$ cat config.mk
export PLATFORM = sky130hd
export DESIGN_NAME = display_scan_ctrl
export DESIGN_NICKNAME = d
export VERILOG_FILES = /design/src/rtl/display_scan_ctrl_pkg.sv /design/src/rtl/display_scan_ctrl_hex7seg_dec.sv /design/src/rtl/display_scan_ctrl.sv
export SDC_FILE = /design/constraint.sdc
export NUM_CORES = 1
export LEC_CHECK = 0
export BUFFER_PORTS_ARGS = -buffer_cell sky130_fd_sc_hd__buf_2
export CORE_MARGIN = 4
export CORE_UTILIZATION = 36
export DETAILED_ROUTE_END_ITERATION = 6
export GPL_TIMING_DRIVEN = 0
export MAX_ROUTING_LAYER = met4
export PLACE_DENSITY = 0.58
export SLEW_MARGIN = 10
export SYNTH_ARGS = -nofsm -noshare
export SYNTH_HDL_FRONTEND = slang
export SYNTH_SLANG_ARGS = --single-unit
$ cat constraint.sdc
create_clock -name clk -period 9.1 [get_ports clk]
set_input_delay 1.365 -clock clk [delete_from_list [all_inputs] [get_ports clk]]
set_output_delay 1.365 -clock clk [all_outputs]
set_load 0.02 [all_outputs]
$ cat src/rtl/display_scan_ctrl_pkg.sv
// Shared constants for the 7-segment scan controller: blank pattern,
// active-low hex segment table and scan FSM state encoding.
package display_scan_ctrl_pkg;

    localparam logic [6:0] SEG_BLANK = 7'h7F;

    // Active-low {g,f,e,d,c,b,a}; entry n is the glyph for hex digit n.
    localparam logic [15:0][6:0] SEG_TABLE = {
        7'h0E,  // F
        7'h06,  // E
        7'h21,  // d
        7'h46,  // C
        7'h03,  // b
        7'h08,  // A
        7'h10,  // 9
        7'h00,  // 8
        7'h78,  // 7
        7'h02,  // 6
        7'h12,  // 5
        7'h19,  // 4
        7'h30,  // 3
        7'h24,  // 2
        7'h79,  // 1
        7'h40   // 0
    };

    typedef enum logic [1:0] {
        S_IDLE,
        S_BLANK,
        S_DRIVE
    } scan_state_t;

endpackage

$ cat src/rtl/display_scan_ctrl_hex7seg_dec.sv
// Purely combinational nibble to active-low 7-segment decoder (full hex).
module hex7seg_dec
    import display_scan_ctrl_pkg::*;
(
    input  logic [3:0] nibble,
    output logic [6:0] seg
);

    assign seg = SEG_TABLE[nibble];

endmodule

$ cat src/rtl/display_scan_ctrl.sv
// Multiplexed 7-segment scan controller with blank slots and double-buffered digits.
// Optional LEADING_ZERO_BLANK_EN suppresses leading zeros on digits above digit 0.
module display_scan_ctrl #(
    parameter int N_DIGITS    = 4,
    parameter int REFRESH_DIV = 50000
) (
    input  logic                  clk,
    input  logic                  reset,
    input  logic                  en,
    input  logic                  load,
    input  logic [4*N_DIGITS-1:0] digits,
    output logic [6:0]            seg,
    output logic [N_DIGITS-1:0]   an,
    output logic                  frame_start,
    output logic                  pending
);
    import display_scan_ctrl_pkg::*;

    localparam int IDX_W = (N_DIGITS > 1) ? $clog2(N_DIGITS) : 1;
    localparam int PRE_W = $clog2(REFRESH_DIV);
    localparam int DW    = 4 * N_DIGITS;

    scan_state_t         state_reg, state_next;
    logic [IDX_W-1:0]    idx_reg, idx_next;
    logic [PRE_W-1:0]    presc_reg, presc_next;
    logic [DW-1:0]       shadow_reg, shadow_next;
    logic [DW-1:0]       active_reg, active_next;
    logic                pending_reg, pending_next;
    logic [6:0]          seg_reg, seg_next;
    logic [N_DIGITS-1:0] an_reg, an_next;
    logic                frame_start_reg, frame_start_next;
    logic                boundary;
    logic [3:0]          nibble_sel;
    logic [6:0]          dec_seg;
    logic                lz_blank;

    always_comb begin
        state_next = state_reg;
        idx_next   = idx_reg;
        presc_next = presc_reg;
        if (!en) begin
            state_next = S_IDLE;
            idx_next   = '0;
            presc_next = '0;
        end else begin
            case (state_reg)
                S_IDLE: begin
                    state_next = S_BLANK;
                    idx_next   = '0;
                    presc_next = '0;
                end
                S_BLANK: begin
                    state_next = S_DRIVE;
                    presc_next = PRE_W'(1);
                end
                S_DRIVE: begin
                    if (presc_reg == PRE_W'(REFRESH_DIV - 1)) begin
                        state_next = S_BLANK;
                        presc_next = '0;
                        idx_next   = (idx_reg == IDX_W'(N_DIGITS - 1)) ? '0 : idx_reg + 1'b1;
                    end else begin
                        presc_next = presc_reg + 1'b1;
                    end
                end
                default: begin
                    state_next = S_IDLE;
                    idx_next   = '0;
                    presc_next = '0;
                end
            endcase
        end
    end

    assign boundary = (state_next == S_BLANK) && (idx_next == '0);

    // A load on the boundary (or while idle) must reach active directly and
    // also refresh shadow, otherwise the next boundary would restore stale data.
    always_comb begin
        shadow_next  = shadow_reg;
        active_next  = active_reg;
        pending_next = pending_reg;
        if (boundary) begin
            active_next  = shadow_reg;
            pending_next = 1'b0;
        end
        if (load) begin
            shadow_next = digits;
            if (boundary || state_reg == S_IDLE) begin
                active_next  = digits;
                pending_next = 1'b0;
            end else begin
                pending_next = 1'b1;
            end
        end
    end

    always_comb begin
        nibble_sel = 4'h0;
        for (int i = 0; i < N_DIGITS; i++) begin
            if (idx_next == IDX_W'(i)) nibble_sel = active_next[4*i +: 4];
        end
    end

    hex7seg_dec u_dec (
        .nibble (nibble_sel),
        .seg    (dec_seg)
    );

`ifdef LEADING_ZERO_BLANK_EN
    logic [N_DIGITS-1:0] nib_zero;
    logic [N_DIGITS-1:0] zero_above;
    logic                zero_run;

    for (genvar gi = 0; gi < N_DIGITS; gi++) begin : g_nib_zero
        assign nib_zero[gi] = (active_next[4*gi +: 4] == 4'h0);
    end

    // zero_above[i]: nibble i and every higher nibble are zero.
    always_comb begin
        zero_run   = 1'b1;
        zero_above = '0;
        lz_blank   = 1'b0;
        for (int i = N_DIGITS - 1; i >= 0; i--) begin
            zero_run      = zero_run & nib_zero[i];
            zero_above[i] = zero_run;
        end
        for (int i = 1; i < N_DIGITS; i++) begin
            if (idx_next == IDX_W'(i)) lz_blank = zero_above[i];
        end
    end
`else
    assign lz_blank = 1'b0;
`endif

    always_comb begin
        seg_next         = SEG_BLANK;
        an_next          = '1;
        frame_start_next = boundary;
        if (state_next == S_DRIVE) begin
            an_next  = ~(N_DIGITS'(1) << idx_next);
            seg_next = lz_blank ? SEG_BLANK : dec_seg;
        end
    end

    always_ff @(posedge clk) begin
        if (reset) begin
            state_reg       <= S_IDLE;
            idx_reg         <= '0;
            presc_reg       <= '0;
            shadow_reg      <= '0;
            active_reg      <= '0;
            pending_reg     <= 1'b0;
            seg_reg         <= SEG_BLANK;
            an_reg          <= '1;
            frame_start_reg <= 1'b0;
        end else begin
            state_reg       <= state_next;
            idx_reg         <= idx_next;
            presc_reg       <= presc_next;
            shadow_reg      <= shadow_next;
            active_reg      <= active_next;
            pending_reg     <= pending_next;
            seg_reg         <= seg_next;
            an_reg          <= an_next;
            frame_start_reg <= frame_start_next;
        end
    end

    assign seg         = seg_reg;
    assign an          = an_reg;
    assign frame_start = frame_start_reg;
    assign pending     = pending_reg;

endmodule
**After elaboration in Yosys (flattened, before gate mapping)**

Memory sizes are Yosys's and may differ from the RTL's. A register that Yosys moved wholly into a read port is not among the register bits.
Index checks and enable logic that the tools add are counted.

- Reduce and logical (&&, ||, !) cells: 7
- $lt $le $gt $ge: 0
- Shift operators: 1
- Div/mod/pow operators: 0
- Add/subtract/negate cells: 2
- Equality and inequality tests: 9
- Mux-type cells: 19
- Bitwise logic cells: 3
- Multipliers: 0

Operators with widths:

| operator | number |
|---|---|
| two-way mux 16 bit | 4 |
| one-hot mux 16 bit (2 select lines) | 1 |
| adder 16 x 1 -> 16 bit, second input constant | 1 |
| equality test 16 bit, second input constant | 1 |
| two-way mux 4 bit | 4 |
| equality test 2 bit, second input constant | 5 |
| two-way mux 2 bit | 5 |
| equality test 2 x 1 -> 1 bit, second input constant | 3 |
| one-hot mux 2 bit (3 select lines) | 1 |
| logical NOT 2 bit | 2 |
| inverter 4 bit | 1 |
| one-hot mux 2 bit (2 select lines) | 1 |
| OR reduction 2 bit | 2 |
| left shift 1 x 2 -> 4 bit, first input constant | 1 |
| two-way mux 1 bit | 3 |
| adder 2 x 1 -> 2 bit, second input constant | 1 |
| inverter 1 bit | 2 |
| nonzero test 2 bit | 1 |
| logical AND 1 bit | 1 |
| logical OR 1 bit | 1 |

- Bits of input ports: 20
- Output and inout port bits: 13
- Bits in read-only memories: 112
- Memories kept: 1
- Logic and storage cells: 50
- Memory bits (writable): 0
- Latch bits: 0
- Register bits after elaboration: 58

Memories:

| name | words | width | rd ports | clocked after Yosys merged registers in | write ports | RTL line | source |
|---|---|---|---|---|---|---|---|
| (no name shown) | 16 | 7 | 1 | 1 | 0 | display_scan_ctrl_hex7seg_dec.sv:9 | `assign seg = SEG_TABLE[nibble];` |

**Logic depth before layout (Yosys ltp)**

Gate-level depths: netlist (run 1).

- Depth after elaboration: 14
- Depth in mapped cells: 16
- Mapped depth without buffers: 14

**By module**

From an unflattened synthesis (run 1), not the netlist that was laid out.

- Cell total of the unflattened synthesis: 393
- Area total of the unflattened synthesis: 3,338.2 µm²

Modules (own cells, without submodules):

| module | area each (µm²) | sequential area each (µm²) | cells each | times used |
|---|---|---|---|---|
| display_scan_ctrl | 3,067.9 | 1,301.2 | 358 | 1 |
| hex7seg_dec | 270.3 | 0.0 | 35 | 1 |

**Worst setup path after synthesis (run 1)**

OpenSTA, ideal clock, no wires.

- Path kind: input port to flip-flop
- Start: input en
- End: register seg_reg[1], in the netlist seg[1]
- Data arrival time: 4,009 ps
- Setup slack: 4,954 ps
- Stages on the path: 12
- Data required time: 8,963 ps
- Buffers on the path: 1
- Cell sequence: nand2b_1 > or3_1 > a211oi_1 > a31oi_1 > clkbuf_1 > a2111o_1 > a32oi_1 > inv_1 > ha_1 > nor3_1 > a211o_1 > nand3_1

- Cells in the longest elaborated chain, start to end: 10

RTL lines:

| item | RTL line | source |
|---|---|---|
| start, declared | display_scan_ctrl.sv:9 | `input logic en,` |
| two-way mux 2 bit | display_scan_ctrl.sv:41 | `if (!en) begin` |
| equality test 2 x 1 -> 1 bit / logical NOT 2 bit (equally long branches) | display_scan_ctrl.sv:74, display_scan_ctrl.sv:100 |  |
| logical AND 1 bit | display_scan_ctrl.sv:74 | `assign boundary = (state_next == S_BLANK) && (idx_next == '0);` |
| two-way mux 16 bit / logical OR 1 bit (equally long branches) | display_scan_ctrl.sv:82, display_scan_ctrl.sv:88 |  |
| two-way mux 16 bit | display_scan_ctrl.sv:88 | `if (boundary \|\| state_reg == S_IDLE) begin` |
| two-way mux 16 bit | display_scan_ctrl.sv:86 | `if (load) begin` |
| two-way mux 4 bit (4 in series) | display_scan_ctrl.sv:100 | `if (idx_next == IDX_W'(i)) nibble_sel = active_next[4*i +: 4];` |
| end, declared | display_scan_ctrl.sv:29 | `logic [6:0] seg_reg, seg_next;` |

Several ways; a longest one is shown, not always the timed one.
A chain may end at the register's enable or synchronous reset.

**Worst setup path in the final report (run 1)**

- Start: register presc_reg[5]
- End: register seg_reg[1], in the netlist seg[1]

- Cells in the longest elaborated chain, start to end: 13

RTL lines:

| item | RTL line | source |
|---|---|---|
| start, declared | display_scan_ctrl.sv:25 | `logic [PRE_W-1:0] presc_reg, presc_next;` |
| start signal, assigned | display_scan_ctrl.sv:159 | `presc_reg <= presc_next;` |
| equality test 16 bit * | display_scan_ctrl.sv:57 | `if (presc_reg == PRE_W'(REFRESH_DIV - 1)) begin` |
| two-way mux 2 bit | display_scan_ctrl.sv:57 |  |
| one-hot mux 2 bit (3 select lines) / one-hot mux 2 bit (2 select lines) (equally long branches) | display_scan_ctrl.sv:46 | `case (state_reg)` |
| two-way mux 2 bit | display_scan_ctrl.sv:41 |  |
| equality test 2 x 1 -> 1 bit / logical NOT 2 bit (equally long branches) | display_scan_ctrl.sv:74, display_scan_ctrl.sv:100 |  |
| logical AND 1 bit | display_scan_ctrl.sv:74 |  |
| two-way mux 16 bit / logical OR 1 bit (equally long branches) | display_scan_ctrl.sv:82, display_scan_ctrl.sv:88 |  |
| two-way mux 16 bit | display_scan_ctrl.sv:88 |  |
| two-way mux 16 bit | display_scan_ctrl.sv:86 |  |
| two-way mux 4 bit (4 in series) | display_scan_ctrl.sv:100 |  |

Every way passes the cells marked *; elsewhere a longest branch is shown, timed or not.

==> results.cfg, run 1 <==
[timing]
clock_skew_ns = 0.0152
fin_tns_setup_ns = 0
rsz0062_at_grt = no
fmax_mhz = 213
period_share = 0.516
setup_viol = 0
hold_violations = 0
worstMarginPinSlew_ns = 0.836
fin_crit_ns = 4.70
maxSlewHeadroom = 0.434
drv_slew = 0
holdWs_ns = 0.480

[placement]
numPortBuffers = 31
dp_hpwl_um = 6120
place_area_um2 = 3660
place_congestion = 0.884

[logic_synthesis]
ys_async_sr_fraction = 0
yosysSeqAreaShare = 0.387
synth.distinct_cells = 59
syn_nets = 413
syn_avg_cell_area_um2 = 8.83
synth.top_cell.area_share = 0.387
synth_commonest_cells = dfxtp_1, nor2_1, nand2_1, mux2i_1, clkbuf_1
synth-main-ff-cell = dfxtp_1
synth-seq-cells = 65
syn_area_um2 = 3370
yosysMostFrequentCell = dfxtp_1
synth_edf_count = 0
yosysWarningCount = 0
synth.area.top_cells = dfxtp_1, mux2i_1, nor2_1
synthCells = 381
netlist.top_cell.by_area = dfxtp_1

[die]
dieArea_um2 = 11000
boundaryPins = 33
die_w_um = 105
die_h_um = 105
start_util = 0.368
rows = 35
core_area_um2 = 9150

[clock_network]
cts_resized = 0
clk_pin_slew_ns = 0.08
cts.sinks = 65
cts-buffers-inserted = 9
clock_path_buffers = 2
cts_setup_buffers = 0
htree_levels = 3
clock_latency_ns = 0.35
cts_root_buf = clkbuf_8
postCtsHoldBufs = 0
cts_tree = yes

[detailed_routing]
via_per_inst = 5.41
drtPass1Iterations = 4
drt_wl_total_um = 8280
vias = 2914
drc_errors = 0
ant_nets = 0
wl_per_cell_um = 15.4
drt_iter0_drc = 123

[grt]
antenna_found_initial = 0
grt_pass1_wl_um = 13800
grt.overflow.total = 0
grt_pass1_vias = 2820
track_usage = 0.160
grt_max_degree = 13

[critical_path]
endpoint_kind = flop
critPathLaunchType = flop
arrival_ns = 4.92
criticalPathCategory = flop to flop
reg2reg_depth = 13
path_max_fanout = 10
worstPathRequired_ns = 9.32

[outcome]
run_status = completed

[power_and_ir_drop]
worst_ir_drop_vdd_uv = 80.3
p_leak_nw = 1.48
power_density_nw_per_um2 = 171
total_power_mw = 0.659

[cells_and_area]
areaGrowthSynthToFinish_pct = 14.8
fin_nets = 455
stdcell_area_um2 = 3860
drive_gt1_frac = 0.136
diodes = 0
fin_util = 0.422

[hold_path]
hold_class = flop to flop
hold_path_depth = 2

[job]
maxCapViolCount = 0
==> cells by family (layout without fill, tap and decap cells) <==
logic type / count (synthesis) / after routing / synth area share
buffers and inverters: 29 / 76 / 0.0323
adders and majority gates: 12 / 12 / 0.0446
xor gates and xnor gates: 14 / 14 / 0.0364
AOI/OAI and AO/OA: 84 / 84 / 0.198
and+or+nand+nor: 149 / 149 / 0.218
muxes: 28 / 28 / 0.0840
DFF: 65 / 65 / 0.387
==> placed cells by master (no fill, tap or decap), types with 3 or more instances in the layout <==
master,Yosys,final
dfxtp_1,65,65
nor2_1,59,59
nand2_1,32,32
buf_2,0,31
mux2i_1,26,26
clkbuf_1,16,17
nand3_1,14,14
ha_1,12,12
inv_1,11,11
clkbuf_8,0,10
and3_1,9,9
a211oi_1,9,9
a311oi_1,9,9
xnor2_1,9,9
and2_1,7,7
nor3_1,7,7
o21ai_0,6,6
o31ai_1,6,6
o2111ai_1,5,5
a21oi_1,5,5
xor2_1,5,5
a211o_1,4,4
o21ai_1,4,4
o211ai_1,4,4
nand2b_1,3,3
a31oi_1,3,3
a41oi_1,3,3
o31a_1,3,3
o21a_1,3,3
==> metal layers <==
metal / routed length (µm) / vias up / track usage
li1: - / 1478 / -
met1: 4040 / 1373 / 0.199
met2: 3900 / 49 / 0.257
met3: 226 / 14 / 0.0358
met4: 110 / 0 / 0.0553
met5: 0 / - / -
==> power by group <==
group          switching, mW  total, mW  internal [mW]
logic                 0.0632      0.101         0.0377
clock network          0.119      0.254          0.136
registers            0.00583      0.304          0.298
total                  0.188      0.659          0.471
==> critical path: stages (launching register included) <==
cell,delay (ns)
dfxtp_1,0.36
or4b_4,0.58
nor4_4,0.49
mux2_2,0.49
a31oi_1,0.35
clkbuf_1,0.45
nor2_1,0.12
a211o_1,0.24
a32oi_1,0.50
inv_1,0.19
ha_1,0.32
nor3_1,0.28
a211o_1,0.15
nand3_1,0.07
==> stage by stage <==
stage          std cells  setup WS [ns]
6_report             539           4.40
3_5_place_dp         523           4.09
2_1_floorplan        381           4.95
5_1_grt              539           4.07
4_1_cts              539           4.25
3_3_place_gp         523           4.11
==> layout make-up <==
class                      instances  area (µm²)
inverter                          11        41.3
clock inverter                     5        62.6
multi-input combinational        287        1960
clock buffer                      11         141
sequential                        65        1300
tap                              111         139
fill                             914        5290
timing repair buffer              31         155
buffer                            18        67.6
==> final timing paths <==
kind                  from            end  slack, ns
max           presc_reg[5]         seg[1]       4.40
min          shadow_reg[4]  active_reg[4]       0.48
max reg2reg   presc_reg[5]         seg[1]       4.40
min reg2reg  shadow_reg[4]  active_reg[4]       0.48
Power figures use the tool's default switching activity.
==> inputs of run 2 (changes only) <==
clock period = 4.8 ns   (was 9.1 ns; I/O delays follow)
==> run 2 against run 1 <==
Effect of this change:
- core utilization increased by 0.11 points
- power increased by 89%
- clock skew decreased by 0.0010 ns
- first-iteration DRC count decreased by 11%
- global-route usage unchanged
- cell count unchanged
- sequential power increased by 89%
- setup slack got worse by 4.0 ns
- via count increased by 0.58%
- critical path type unchanged
- largest cell class unchanged
==> results.cfg, run 2 (synthesis results as in run 1) <==
[outcome]
run_status = completed

[hold_path]
hold_path_depth = 2
min_to = active_reg[7]
hold_class = flop to flop
hold_start = shadow_reg[7]

[grt]
track_usage = 0.160
grt_pass1_wl_um = 13800
grt_pass1_vias = 2820
antenna_found_initial = 0
grt_max_degree = 13
grt.overflow.total = 0

[critical_path]
arrival_ns = 4.65
worstPathRequired_ns = 5.02
critPathLaunchType = flop
criticalPathCategory = flop to flop
r2r_slack_ns = 0.37
endpoint_kind = flop
path_max_fanout = 10
reg2reg_depth = 12
timing.rr.start = presc_reg[5]
r2r_end = seg[1]

[die]
core_area_um2 = 9150
rows = 35
dieArea_um2 = 11000
die_w_um = 105
die_h_um = 105
start_util = 0.368
boundaryPins = 33

[cells_and_area]
final_common_cell = dfxtp_1
fin_nets = 455
layout_common_cells = dfxtp_1, nor2_1, nand2_1, buf_2, mux2i_1
fin_util = 0.423
fillers = 912
areaGrowthSynthToFinish_pct = 15.1
final_cells = 539
diodes = 0
drive_gt1_frac = 0.143

[power_and_ir_drop]
total_power_mw = 1.25
worst_ir_drop_vdd_uv = 155
p_sw_mw = 0.353
p_comb_frac = 0.155
power_density_nw_per_um2 = 322
switching_share = 0.283
power.internal_mw = 0.895
p_leak_nw = 1.48
p_seq_frac = 0.461
clockPowerShare = 0.384

[clock_network]
cts-buffers-inserted = 9
clk_pin_slew_ns = 0.08
cts_root_buf = clkbuf_8
cts_setup_buffers = 0
cts.sinks = 65
htree_levels = 3
clock_path_buffers = 2
cts_tree = yes
postCtsHoldBufs = 0
clock_latency_ns = 0.35

[detailed_routing]
ant_nets = 0
wl_per_cell_um = 15.4
vias = 2931
drtPass1Iterations = 4
drt_iter0_drc = 110
via_per_inst = 5.44
drt_wl_total_um = 8290
drc_errors = 0

[timing]
period_share = 0.923
drv_slew = 0
fmax_mhz = 226
clock_skew_ns = 0.0141
rsz0062_at_grt = no
fin_tns_setup_ns = 0
fin_crit_ns = 4.43
setup_viol = 0
worstMarginPinSlew_ns = 0.837
hold_violations = 0
maxSlewHeadroom = 0.433

[placement]
dp_hpwl_um = 6120
numPortBuffers = 31
place_congestion = 0.884
dp_cells = 523

[job]
maxCapViolCount = 0
[run 2: final cells by class]
cell class                 count  area (µm²)  share of cell area
buffer                        18        70.1              0.0181
clock buffer                  11         141              0.0365
clock inverter                 5        62.6              0.0161
inverter                      11        41.3              0.0107
multi-input combinational    287        1960               0.507
sequential                    65        1300               0.336
tap                          111         139              0.0359
timing repair buffer          31         155              0.0401
[run 2: how the worst max path moves through the flow]
| stage | from | endpoint | slack [ns] | cells past startpoint |
|---|---|---|---|---|
| after global routing | presc_reg[5] | seg[3] | 0.04 | 12 |
| after floorplan | presc_reg[5] | seg[1] | 0.87 | 13 |
| after global placement | presc_reg[5] | seg[1] | -0.03 | 12 |
| final | presc_reg[5] | seg[1] | 0.37 | 12 |
| after detailed placement | presc_reg[5] | seg[1] | -0.02 | 12 |
| after CTS | presc_reg[5] | seg[1] | 0.09 | 13 |
[run 2: metrics by stage]
step	area [µm²]	hold slack, ns	setup WS (ns)
finish	3870	0.479	0.371
detailed placement	3660	0.470	-0.0171
global route	3870	0.513	0.0428
floorplan	3370	0.451	0.873
global placement	3660	0.460	-0.0285
CTS	3860	0.482	0.0880
[run 2: metal layers]
layer / share of wire / GRT usage / wire length (µm)
met5: 0 / - / 0
met4: 0.014 / 0.0553 / 119
met1: 0.49 / 0.199 / 4020
met2: 0.47 / 0.257 / 3920
met3: 0.027 / 0.0358 / 227
[run 2: what timing repair did]
item / CTS / global route
gates cloned: 0 / 0
resized for setup: 1 / 5
setup endpoints to repair: 2 / 2
[run 2: critical path, cell delays in order (launching register included)]
cell	delay, ns
dfxtp_1	0.36
or4b_4	0.58
nor4_4	0.49
mux2i_1	0.66
clkbuf_1	0.44
and2_1	0.34
nor2_1	0.10
a32oi_2	0.37
inv_1	0.16
ha_1	0.31
nor3_1	0.28
a211o_1	0.15
nand3_1	0.07
[run 2: power groups by stage]
| stage | Combinational (mW) | Sequential (mW) | Clock [mW] |
|---|---|---|---|
| after CTS | 0.191 | 0.575 | 0.492 |
| after global placement | 0.188 | 0.587 | 0 |
| after floorplan | 0.136 | 0.588 | 0 |
| final | 0.193 | 0.575 | 0.480 |
| after detailed placement | 0.190 | 0.588 | 0 |
| after global routing | 0.214 | 0.579 | 0.516 |
